### config.mk
export PLATFORM = sky130hd
export DESIGN_NAME = memory_access_stage
export DESIGN_NICKNAME = d
export VERILOG_FILES = /design/src/rtl/pipeline_pkg.sv /design/src/rtl/mem_timeout_counter.sv /design/src/rtl/memory_access_stage.sv
export SDC_FILE = /design/constraint.sdc
export NUM_CORES = 1
export LEC_CHECK = 0
export BUFFER_PORTS_ARGS = -buffer_cell sky130_fd_sc_hd__buf_2
export CAP_MARGIN = 40
export CORE_MARGIN = 5
export CORE_UTILIZATION = 47
export CTS_CLUSTER_SIZE = 24
export DETAILED_ROUTE_END_ITERATION = 7
export HOLD_SLACK_MARGIN = 0.12
export PLACE_DENSITY = 0.86
export SLEW_MARGIN = 20
export SYNTH_ARGS = -nofsm -noshare
export SYNTH_HDL_FRONTEND = slang
export SYNTH_SLANG_ARGS = --single-unit
### constraint.sdc
create_clock -name clock -period 4 [get_ports clock]
set_clock_uncertainty 0.05 [all_clocks]
set_input_delay 0.8 -clock clock [delete_from_list [all_inputs] [get_ports clock]]
set_output_delay 0.8 -clock clock [all_outputs]
set_load 0.02 [all_outputs]
### src/rtl/pipeline_pkg.sv
// Shared pipeline definitions: opcode constants, the nop word and the
// memory-stage state encoding used by the M stage and its helpers.
package pipeline_pkg;

    localparam logic [4:0]  OPC_SW = 5'b00111;
    localparam logic [4:0]  OPC_LW = 5'b01000;
    localparam logic [31:0] NOP    = 32'h0000_0000;

    typedef enum logic [1:0] {
        IDLE = 2'd0,
        REQ  = 2'd1,
        DONE = 2'd2
    } mem_state_e;

    function automatic logic is_mem_op(input logic [31:0] instr);
        return (instr[31:27] == OPC_SW) || (instr[31:27] == OPC_LW);
    endfunction

    function automatic logic is_store(input logic [31:0] instr);
        return instr[31:27] == OPC_SW;
    endfunction

endpackage

### src/rtl/mem_timeout_counter.sv
// 8-bit cycle counter bounding how long a data-memory request may wait
// for its acknowledge; terminal flags the last permitted REQ cycle.
module mem_timeout_counter #(
    parameter int unsigned TIMEOUT = 255
) (
    input  logic       clock,
    input  logic       reset,
    input  logic       clear,
    input  logic       enable,
    output logic [7:0] count,
    output logic       terminal
);

    logic [7:0] count_d;
    logic [7:0] count_q;

    always_comb begin
        count_d = count_q;
        if (clear) begin
            count_d = 8'd0;
        end else if (enable) begin
            count_d = count_q + 8'd1;
        end
    end

    always_ff @(posedge clock or negedge reset) begin
        if (!reset) begin
            count_q <= 8'd0;
        end else begin
            count_q <= count_d;
        end
    end

    assign count    = count_q;
    assign terminal = (count_q == 8'(TIMEOUT - 1));

endmodule

### src/rtl/memory_access_stage.sv
// M stage: runs lw/sw against a multi-cycle data memory over req/ack,
// stalling upstream and bubbling downstream until the access resolves.
module memory_access_stage
    import pipeline_pkg::*;
#(
    parameter int unsigned ADDR_W  = 12,
    parameter int unsigned TIMEOUT = 255
) (
    input  logic              clock,
    input  logic              reset,
    input  logic [31:0]       alu_in,
    input  logic [31:0]       store_data,
    input  logic [31:0]       instruction_in,
    input  logic              mem_ack,
    input  logic [31:0]       mem_rdata,
    output logic              mem_req,
    output logic              mem_we,
    output logic [ADDR_W-1:0] mem_addr,
    output logic [31:0]       mem_wdata,
    output logic [31:0]       alu_out,
    output logic [31:0]       dmem_out,
    output logic [31:0]       instruction_out,
    output logic              stall,
    output logic              mem_err
);

    mem_state_e        state_d,     state_q;
    logic              mem_req_d,   mem_req_q;
    logic              mem_we_d,    mem_we_q;
    logic [ADDR_W-1:0] mem_addr_d,  mem_addr_q;
    logic [31:0]       mem_wdata_d, mem_wdata_q;
    logic [31:0]       captured_d,  captured_q;
    logic              mem_err_d,   mem_err_q;

    logic       mem_op;
    logic       cnt_clear;
    logic       cnt_enable;
    logic [7:0] cnt_value;
    logic       cnt_terminal;

    assign mem_op = is_mem_op(instruction_in);

    mem_timeout_counter #(
        .TIMEOUT (TIMEOUT)
    ) u_timeout (
        .clock    (clock),
        .reset    (reset),
        .clear    (cnt_clear),
        .enable   (cnt_enable),
        .count    (cnt_value),
        .terminal (cnt_terminal)
    );

    // Counter restarts for every new access and only advances while waiting.
    assign cnt_clear  = (state_q == IDLE);
    assign cnt_enable = (state_q == REQ) && !mem_ack && !cnt_terminal;

    always_comb begin
        state_d     = state_q;
        mem_req_d   = mem_req_q;
        mem_we_d    = mem_we_q;
        mem_addr_d  = mem_addr_q;
        mem_wdata_d = mem_wdata_q;
        captured_d  = captured_q;
        mem_err_d   = 1'b0;

        unique case (state_q)
            IDLE: begin
                if (mem_op) begin
                    state_d     = REQ;
                    mem_req_d   = 1'b1;
                    mem_we_d    = is_store(instruction_in);
                    mem_addr_d  = alu_in[ADDR_W-1:0];
                    mem_wdata_d = store_data;
                end
            end
            REQ: begin
                // An ack arriving in the final allowed cycle still wins.
                if (mem_ack) begin
                    state_d    = DONE;
                    mem_req_d  = 1'b0;
                    captured_d = mem_we_q ? 32'h0 : mem_rdata;
                end else if (cnt_terminal) begin
                    state_d    = DONE;
                    mem_req_d  = 1'b0;
                    captured_d = 32'h0;
                    mem_err_d  = 1'b1;
                end
            end
            DONE: begin
                state_d = IDLE;
            end
            default: begin
                state_d   = IDLE;
                mem_req_d = 1'b0;
            end
        endcase
    end

    always_ff @(posedge clock or negedge reset) begin
        if (!reset) begin
            state_q     <= IDLE;
            mem_req_q   <= 1'b0;
            mem_we_q    <= 1'b0;
            mem_addr_q  <= '0;
            mem_wdata_q <= 32'h0;
            captured_q  <= 32'h0;
            mem_err_q   <= 1'b0;
        end else begin
            state_q     <= state_d;
            mem_req_q   <= mem_req_d;
            mem_we_q    <= mem_we_d;
            mem_addr_q  <= mem_addr_d;
            mem_wdata_q <= mem_wdata_d;
            captured_q  <= captured_d;
            mem_err_q   <= mem_err_d;
        end
    end

    // Downstream view: pass-through, bubble, or completed access.
    always_comb begin
        alu_out         = 32'h0;
        dmem_out        = 32'h0;
        instruction_out = NOP;
        stall           = 1'b0;
        unique case (state_q)
            IDLE: begin
                if (mem_op) begin
                    stall = 1'b1;
                end else begin
                    alu_out         = alu_in;
                    instruction_out = instruction_in;
                end
            end
            REQ: begin
                stall = 1'b1;
            end
            DONE: begin
                alu_out         = alu_in;
                dmem_out        = captured_q;
                instruction_out = instruction_in;
            end
            default: begin
                stall = 1'b1;
            end
        endcase
    end

    assign mem_req   = mem_req_q;
    assign mem_we    = mem_we_q;
    assign mem_addr  = mem_addr_q;
    assign mem_wdata = mem_wdata_q;
    assign mem_err   = mem_err_q;

endmodule

==> results of run 1 <==
[report_power, final]
part	total (mW)	internal [mW]	switching, mW
Sequential	1.17	1.08	0.0953
Clock	0.699	0.384	0.315
Combinational	0.865	0.388	0.478
Total	2.74	1.85	0.888
[kinds of logic (layout without fill, tap and decap cells)]
kind of cell | after synthesis | in the layout | synth area share [%]
AO/OA/AOI/OAI | 17 | 17 | 2.69
XOR/XNOR | 2 | 2 | 0.385
adder cells (fa/ha/maj) | 2 | 2 | 0.549
buffers and inverters | 60 | 331 | 5.91
flip-flops | 89 | 89 | 48.9
multiplexers | 78 | 78 | 21.6
AND/OR/NAND/NOR | 161 | 161 | 20.0
[Yosys cell counts (3+ instances only)]
cell type / count
mux2i_1: 34
nand2_1: 39
clkbuf_1: 14
mux2_4: 39
buf_6: 4
inv_1: 37
mux2_2: 5
nand3_1: 3
nor3_1: 3
nor2_1: 4
dfrtp_1: 89
o21ai_0: 5
and2_1: 95
nor2b_1: 3
a21oi_1: 3
buf_4: 3
or3_1: 3
[final timing paths]
kind / startpoint / endpoint / slack (ns)
worst min-delay path: reset / captured_q[10] / 0.37
worst max register to register: state_q[0] / mem_wdata[21] / 1.91
worst min register to register: mem_wdata[6] / mem_wdata[6] / 0.46
worst max-delay path: instruction_in[28] / alu_out[9] / 0.73
min in group clock: mem_wdata[6] / mem_wdata[6] / 0.46
max in group asynchronous: reset / mem_wdata[18] / 2.90
[final cells by class]
type | instances | area (sq um) | area share, %
Timing Repair Buffer | 278 | 1460 | 23.1
Multi-Input combinational cell | 260 | 2080 | 33.0
Tap cell | 133 | 166 | 2.64
Inverter | 37 | 139 | 2.21
Clock buffer | 11 | 151 | 2.40
Sequential cell | 89 | 2230 | 35.4
Clock inverter | 5 | 77.6 | 1.23
[worst max-delay path: stages]
cell and delay (ns):
buf_2 0.13, or3b_1 0.43, o21ai_2 0.27, a21oi_4 0.21, buf_16 0.21, and2_1 0.19
buf_2 0.16
[registers in the layout, summed over array words and instances, names as in the netlist]
| name | cells |
|---|---|
| u_timeout.count | 8 |
| state_q | 2 |
| mem_we | 1 |
| mem_wdata | 32 |
| captured_q | 32 |
| mem_addr | 12 |
| mem_req | 1 |
| mem_err | 1 |
[metrics by stage]
step	utilization [%]	area (sq um)	std cells	power, mW
finish	65.6	6300	813	2.74
global route	65.6	6300	813	2.88
CTS	65.6	6300	813	2.77
floorplan	-	4550	409	1.70
detailed placement	63.2	6070	797	2.06
global placement	62.4	5990	794	2.02
[routing by layer]
| layer | vias to the layer above | track usage (%) |
|---|---|---|
| met2 | 159 | 42.9 |
| met3 | 33 | 4.72 |
| met4 | 0 | 12.2 |
| met5 | - | 0 |
| met1 | 1829 | 23.7 |
| li1 | 1832 | - |
[cells in the final DEF, fill, tap and decap left out, types with 2 or more instances in the layout]
| cell type | synthesis | final |
|---|---|---|
| a21oi_1 | 3 | 2 |
| and2_1 | 95 | 95 |
| buf_16 | 0 | 2 |
| buf_2 | 2 | 273 |
| buf_4 | 3 | 2 |
| bufinv_16 | 0 | 2 |
| clkbuf_8 | 0 | 11 |
| clkinv_2 | 0 | 2 |
| dfrtp_1 | 89 | 89 |
| ha_1 | 2 | 2 |
| inv_1 | 37 | 37 |
| mux2_2 | 5 | 5 |
| mux2_4 | 39 | 39 |
| mux2i_1 | 34 | 34 |
| nand2_1 | 39 | 39 |
| nand3_1 | 3 | 3 |
| nand3b_1 | 2 | 2 |
| nor2_1 | 4 | 4 |
| nor2b_1 | 3 | 2 |
| nor3_1 | 3 | 3 |
| o21ai_0 | 5 | 5 |
| o221ai_1 | 2 | 2 |
| or3_1 | 3 | 3 |
| or3b_1 | 2 | 2 |
| xnor2_1 | 2 | 2 |
==> reports/summary.txt, run 1 <==
Layout cells sized above 1 - 50.9%
Slew @ Worst Pin - 0.806 ns
CP Launch Type - primary input
CTS clk-pin slew, worst paths - 0.08 ns
Vias per inst - 4.74
Die H - 108 um
Filler instances - 753
WL final - 13700 um
Status - finished clean
Area growth, synth to finish - 38.2%
Post-route ant nets - 0
Leading area contributor after synthesis - dfrtp_1
Data required time of the worst path - 3.15 ns
Antenna diode count - 0
Mapped Nets - 542
Congestion Overflow GR - 0
LEAKAGE - 3.37 nW
Synth Warn # - 0
Routed vias - 3853
Worst setup margin - 0.729 ns
Max layer used - met4
Final-report max-slew violation count - 0
Metal3 WL - 982 um
Synth top area share - 48.9%
Crit Path Max Fanout - 38
Cell Pwr Density - 435 nW/um^2
Routability Congestion - 0.848
Ranking of synthesized cells by area - dfrtp_1 (49%), and2_1 (13%), mux2_4 (13%)
Die Width - 108 um
Initial Util - 47.5%
Initial antenna violation count - 0
Synthesized cell area - 4550 sq um
Hold Path Class - primary input to async pin
Postcts setup bufs - 0
Gr usage total - 22.9%
CTS sink count - 89
Vias in the first global route - 4116
Final Cycle Share - 81.8%
Cell row count - 36
First-pass GRT wire length - 20600 um
CTS tree - yes
Synth unique cells - 37
Met2 wire len - 7380 um
Sequential-to-total area share from yosys stat - 48.9%
Routed len/inst - 16.8 um
CP Class - primary input to output pin
Top FF cell, synth - dfrtp_1
RSZ-0062 raised after global routing - no
Post-synthesis register bit count - 89
Cts hold-fix bufs - 0
Max-cap violations - 0
Kind of end point of the critical path - output pin
Core area - 9590 sq um
Largest net degree at the start of global routing - 52
Clock Tree Root - clkbuf_8
# H-tree levels - 3
Clock period minus worst slack - 3.27 ns
Post-DP HPWL - 10900 um
Async set-reset flop share out of synthesis - 100%
Post-cts resize count - 0
1st-pass router iterations - 4
Mean Syn Cell Area - 11.1 sq um
Met1 Wirelength - 4790 um
Post-place setup slack - 0.723 ns
DR iter-0 viols - 137
Fin Setup TNS - 0 ns
Synth Instances - 409
WHS - 0.365 ns
Fmax - 306 MHz
Worst path arrival time - 2.42 ns
Clk Latency, worst-skew pair - 0.35 ns
Peak VDD IR - 0.000312 V
Final net count - 808
Worst r2r path cells - 3
Port Buffers - 274
Number of synthesized flops with an enable pin - 0
CTS buffer count - 9
Clk buf depth - 2
Post-route DRC - 0
Final number of setup-violating endpoints - 0
Die Footprint - 11800 sq um
Relative slew slack - 46.3%
Final Hold Fails - 0
# IOs - 275
No activity file was read; power rests on OpenSTA's default activity.
==> run 2: changes to the inputs <==
--- a/config.mk
+++ b/config.mk
@@ -5,14 +5,15 @@
 export SDC_FILE = /design/constraint.sdc
 export NUM_CORES = 1
 export LEC_CHECK = 0
+export ABC_AREA = 1
 export BUFFER_PORTS_ARGS = -buffer_cell sky130_fd_sc_hd__buf_2
 export CAP_MARGIN = 40
 export CORE_MARGIN = 5
-export CORE_UTILIZATION = 47
+export CORE_UTILIZATION = 40
 export CTS_CLUSTER_SIZE = 24
 export DETAILED_ROUTE_END_ITERATION = 7
 export HOLD_SLACK_MARGIN = 0.12
-export PLACE_DENSITY = 0.86
+export PLACE_DENSITY = 0.77
 export SLEW_MARGIN = 20
 export SYNTH_ARGS = -nofsm -noshare
 export SYNTH_HDL_FRONTEND = slang
==> constraint.sdc (replaced) <==
create_clock -name clock -period 3 [get_ports clock]
set_clock_uncertainty 0.05 [all_clocks]
set_input_delay 0.6 -clock clock [delete_from_list [all_inputs] [get_ports clock]]
set_output_delay 0.6 -clock clock [all_outputs]
set_load 0.02 [all_outputs]
==> run 2 against run 1 <==
  * Die area up 21%
  * Wire length rose by 4.2%
  * Count of clock-buffer cells in the layout fell by 1
  * Critical path type is now register to output pin
  * Register-to-register slack got worse by 0.86 ns
  * Utilization shrank 9.4 points
  * Sequential cell count unchanged
  * Via count grew 27%
  * Global-route usage shrank 3.4 points
  * Largest power group unchanged
  * Critical path depth fell by 2
==> reports/summary.txt, run 2 <==
Status - finished clean
Kind of end point of the critical path - output pin
Data required time of the worst path - 2.35 ns
Port Buffers - 274
Routed len/inst - 13.0 um
Top FF cell, synth - dfrtp_1
WHS - 0.277 ns
Leading area contributor after synthesis - dfrtp_1
Final Cycle Share - 86.4%
Top-count cell post-synth - nand2_1
Final Hold Fails - 0
CTS buffer count - 9
Peak VDD IR - 0.000443 V
Antenna diode count - 0
Synth Warn # - 0
Post-cts resize count - 0
Layout cells sized above 1 - 32.3%
CTS tree - yes
Congestion Overflow GR - 0
Die Width - 119 um
Number of synthesized flops with an enable pin - 0
LEAKAGE - 4.18 nW
WL final - 14300 um
Die H - 119 um
Max-cap violations - 0
Clock period minus worst slack - 2.59 ns
Postcts setup bufs - 0
Mapped Nets - 827
CTS sink count - 89
Die Footprint - 14200 sq um
Mean Syn Cell Area - 6.87 sq um
Vias in the first global route - 4703
Post-route DRC - 0
Post-synthesis register bit count - 89
Final net count - 1083
DR iter-0 viols - 325
CP bufs+invs - 3
Post-DP HPWL - 10500 um
CP Launch Type - register
# H-tree levels - 3
Initial antenna violation count - 1
Worst path slowest cell - dfrtp_1
Sequential-to-total area share from yosys stat - 46.7%
Synth top area share - 46.7%
Async set-reset flop share out of synthesis - 100%
Final-report max-slew violation count - 0
Largest stage delay, worst path - 0.44 ns
Clock Tree Root - clkbuf_16
Post-route ant nets - 0
Clk Latency, worst-skew pair - 0.33 ns
Synthesized cell area - 4770 sq um
Core area - 11600 sq um
Gr usage total - 19.5%
1st-pass router iterations - 5
Vias per inst - 4.47
Cts hold-fix bufs - 0
Worst setup margin - 0.409 ns
Final number of setup-violating endpoints - 0
Ranking of synthesized cells by area - dfrtp_1 (47%), nand2_1 (14%), inv_1 (11%)
Synth unique cells - 24
Area growth, synth to finish - 36.4%
Cell Pwr Density - 579 nW/um^2
Initial Util - 41.2%
First-pass GRT wire length - 23000 um
Largest net degree at the start of global routing - 58
Relative slew slack - 51.1%
CTS clk-pin slew, worst paths - 0.06 ns
Worst path arrival time - 1.94 ns
Fin Setup TNS - 0 ns
Commonest cells post-synth - nand2_1 (174), inv_1 (142), nor2_1 (135)
Hold Path Class - primary input to async pin
Synth Instances - 694
Commonest non-fill, non-tap cell in the layout - buf_2
Post-place setup slack - 0.547 ns
Routability Congestion - 0.844
CP Class - register to output pin
# IOs - 275
Fmax - 386 MHz
Crit Path Max Fanout - 19
Slew @ Worst Pin - 0.733 ns
Routed vias - 4895
CP Cell Sequence - inv_1 -> nand2_1 -> buf_4 -> nor2_1 -> buf_2
Most frequent cells in the layout - buf_2 (273), nand2_1 (174), inv_1 (142)
Cell row count - 39
Clk buf depth - 2
Worst path top cell family by delay - buffers and inverters
RSZ-0062 raised after global routing - no
[run 2: cell count changes after synthesis, sizes merged, moves of 3 or more]
cell | before | now
clkbuf | 14 | 8
nor2 | 4 | 137
nand3 | 3 | 91
mux2i | 34 | 0
and2 | 95 | 0
inv | 37 | 143
buf | 9 | 29
or3 | 3 | 0
mux2 | 44 | 0
nand2 | 40 | 182
nor2b | 3 | 0
[run 2: final timing paths]
path | start | end | slack (ns) | cells after the start
max reg2reg | u_timeout.count[0] | captured_q[27] | 1.05 | 9
min reg2reg | mem_wdata[4] | mem_wdata[4] | 0.42 | 2
min | reset | mem_wdata[4] | 0.28 | 1
max | state_q[0] | dmem_out[10] | 0.41 | 5
min in group clock | mem_wdata[4] | mem_wdata[4] | 0.42 | 2
max in group asynchronous | reset | captured_q[8] | 1.99 | 2
[run 2: logic make-up after synthesis]
family | Yosys count | synth area share, %
XOR/XNOR | 3 | 0.551
flip-flops | 89 | 46.7
buffers and inverters | 180 | 15.5
adder cells (fa/ha/maj) | 2 | 0.525
AO/OA/AOI/OAI | 7 | 0.735
AND/OR/NAND/NOR | 413 | 36.0
[run 2: cell type report]
cell class | count | area [sq um]
inverters | 143 | 537
multi-input cells | 425 | 1810
clock inverters | 4 | 45.0
repair buffers | 282 | 1470
clock buffers | 10 | 239
fillers | 1137 | 5060
well taps | 143 | 179
flip-flops and latches | 89 | 2230
[run 2: stage by stage]
stage	std cells	cell area [sq um]	utilization (%)	power, mW
4_1_cts	1096	6500	56.2	3.81
2_1_floorplan	694	4770	-	2.24
3_5_place_dp	1082	6220	53.8	2.70
3_3_place_gp	1081	6200	53.6	2.66
5_1_grt	1096	6500	56.2	3.99
6_report	1096	6500	56.2	3.76
[run 2: where the power goes]
part           internal [mW]  switching, mW
logic                  0.370          0.726
registers               1.44          0.131
clock network          0.654          0.445
[run 2: layer usage]
metal  global-route usage, %  vias to the layer above  share of wire [%]
met4                    3.69                        2                1.0
met1                    25.5                     2195                 44
met2                    33.1                      157                 48
li1                        -                     2526                  -
met3                    4.98                       15                7.1
met5                       0                        -              0.049
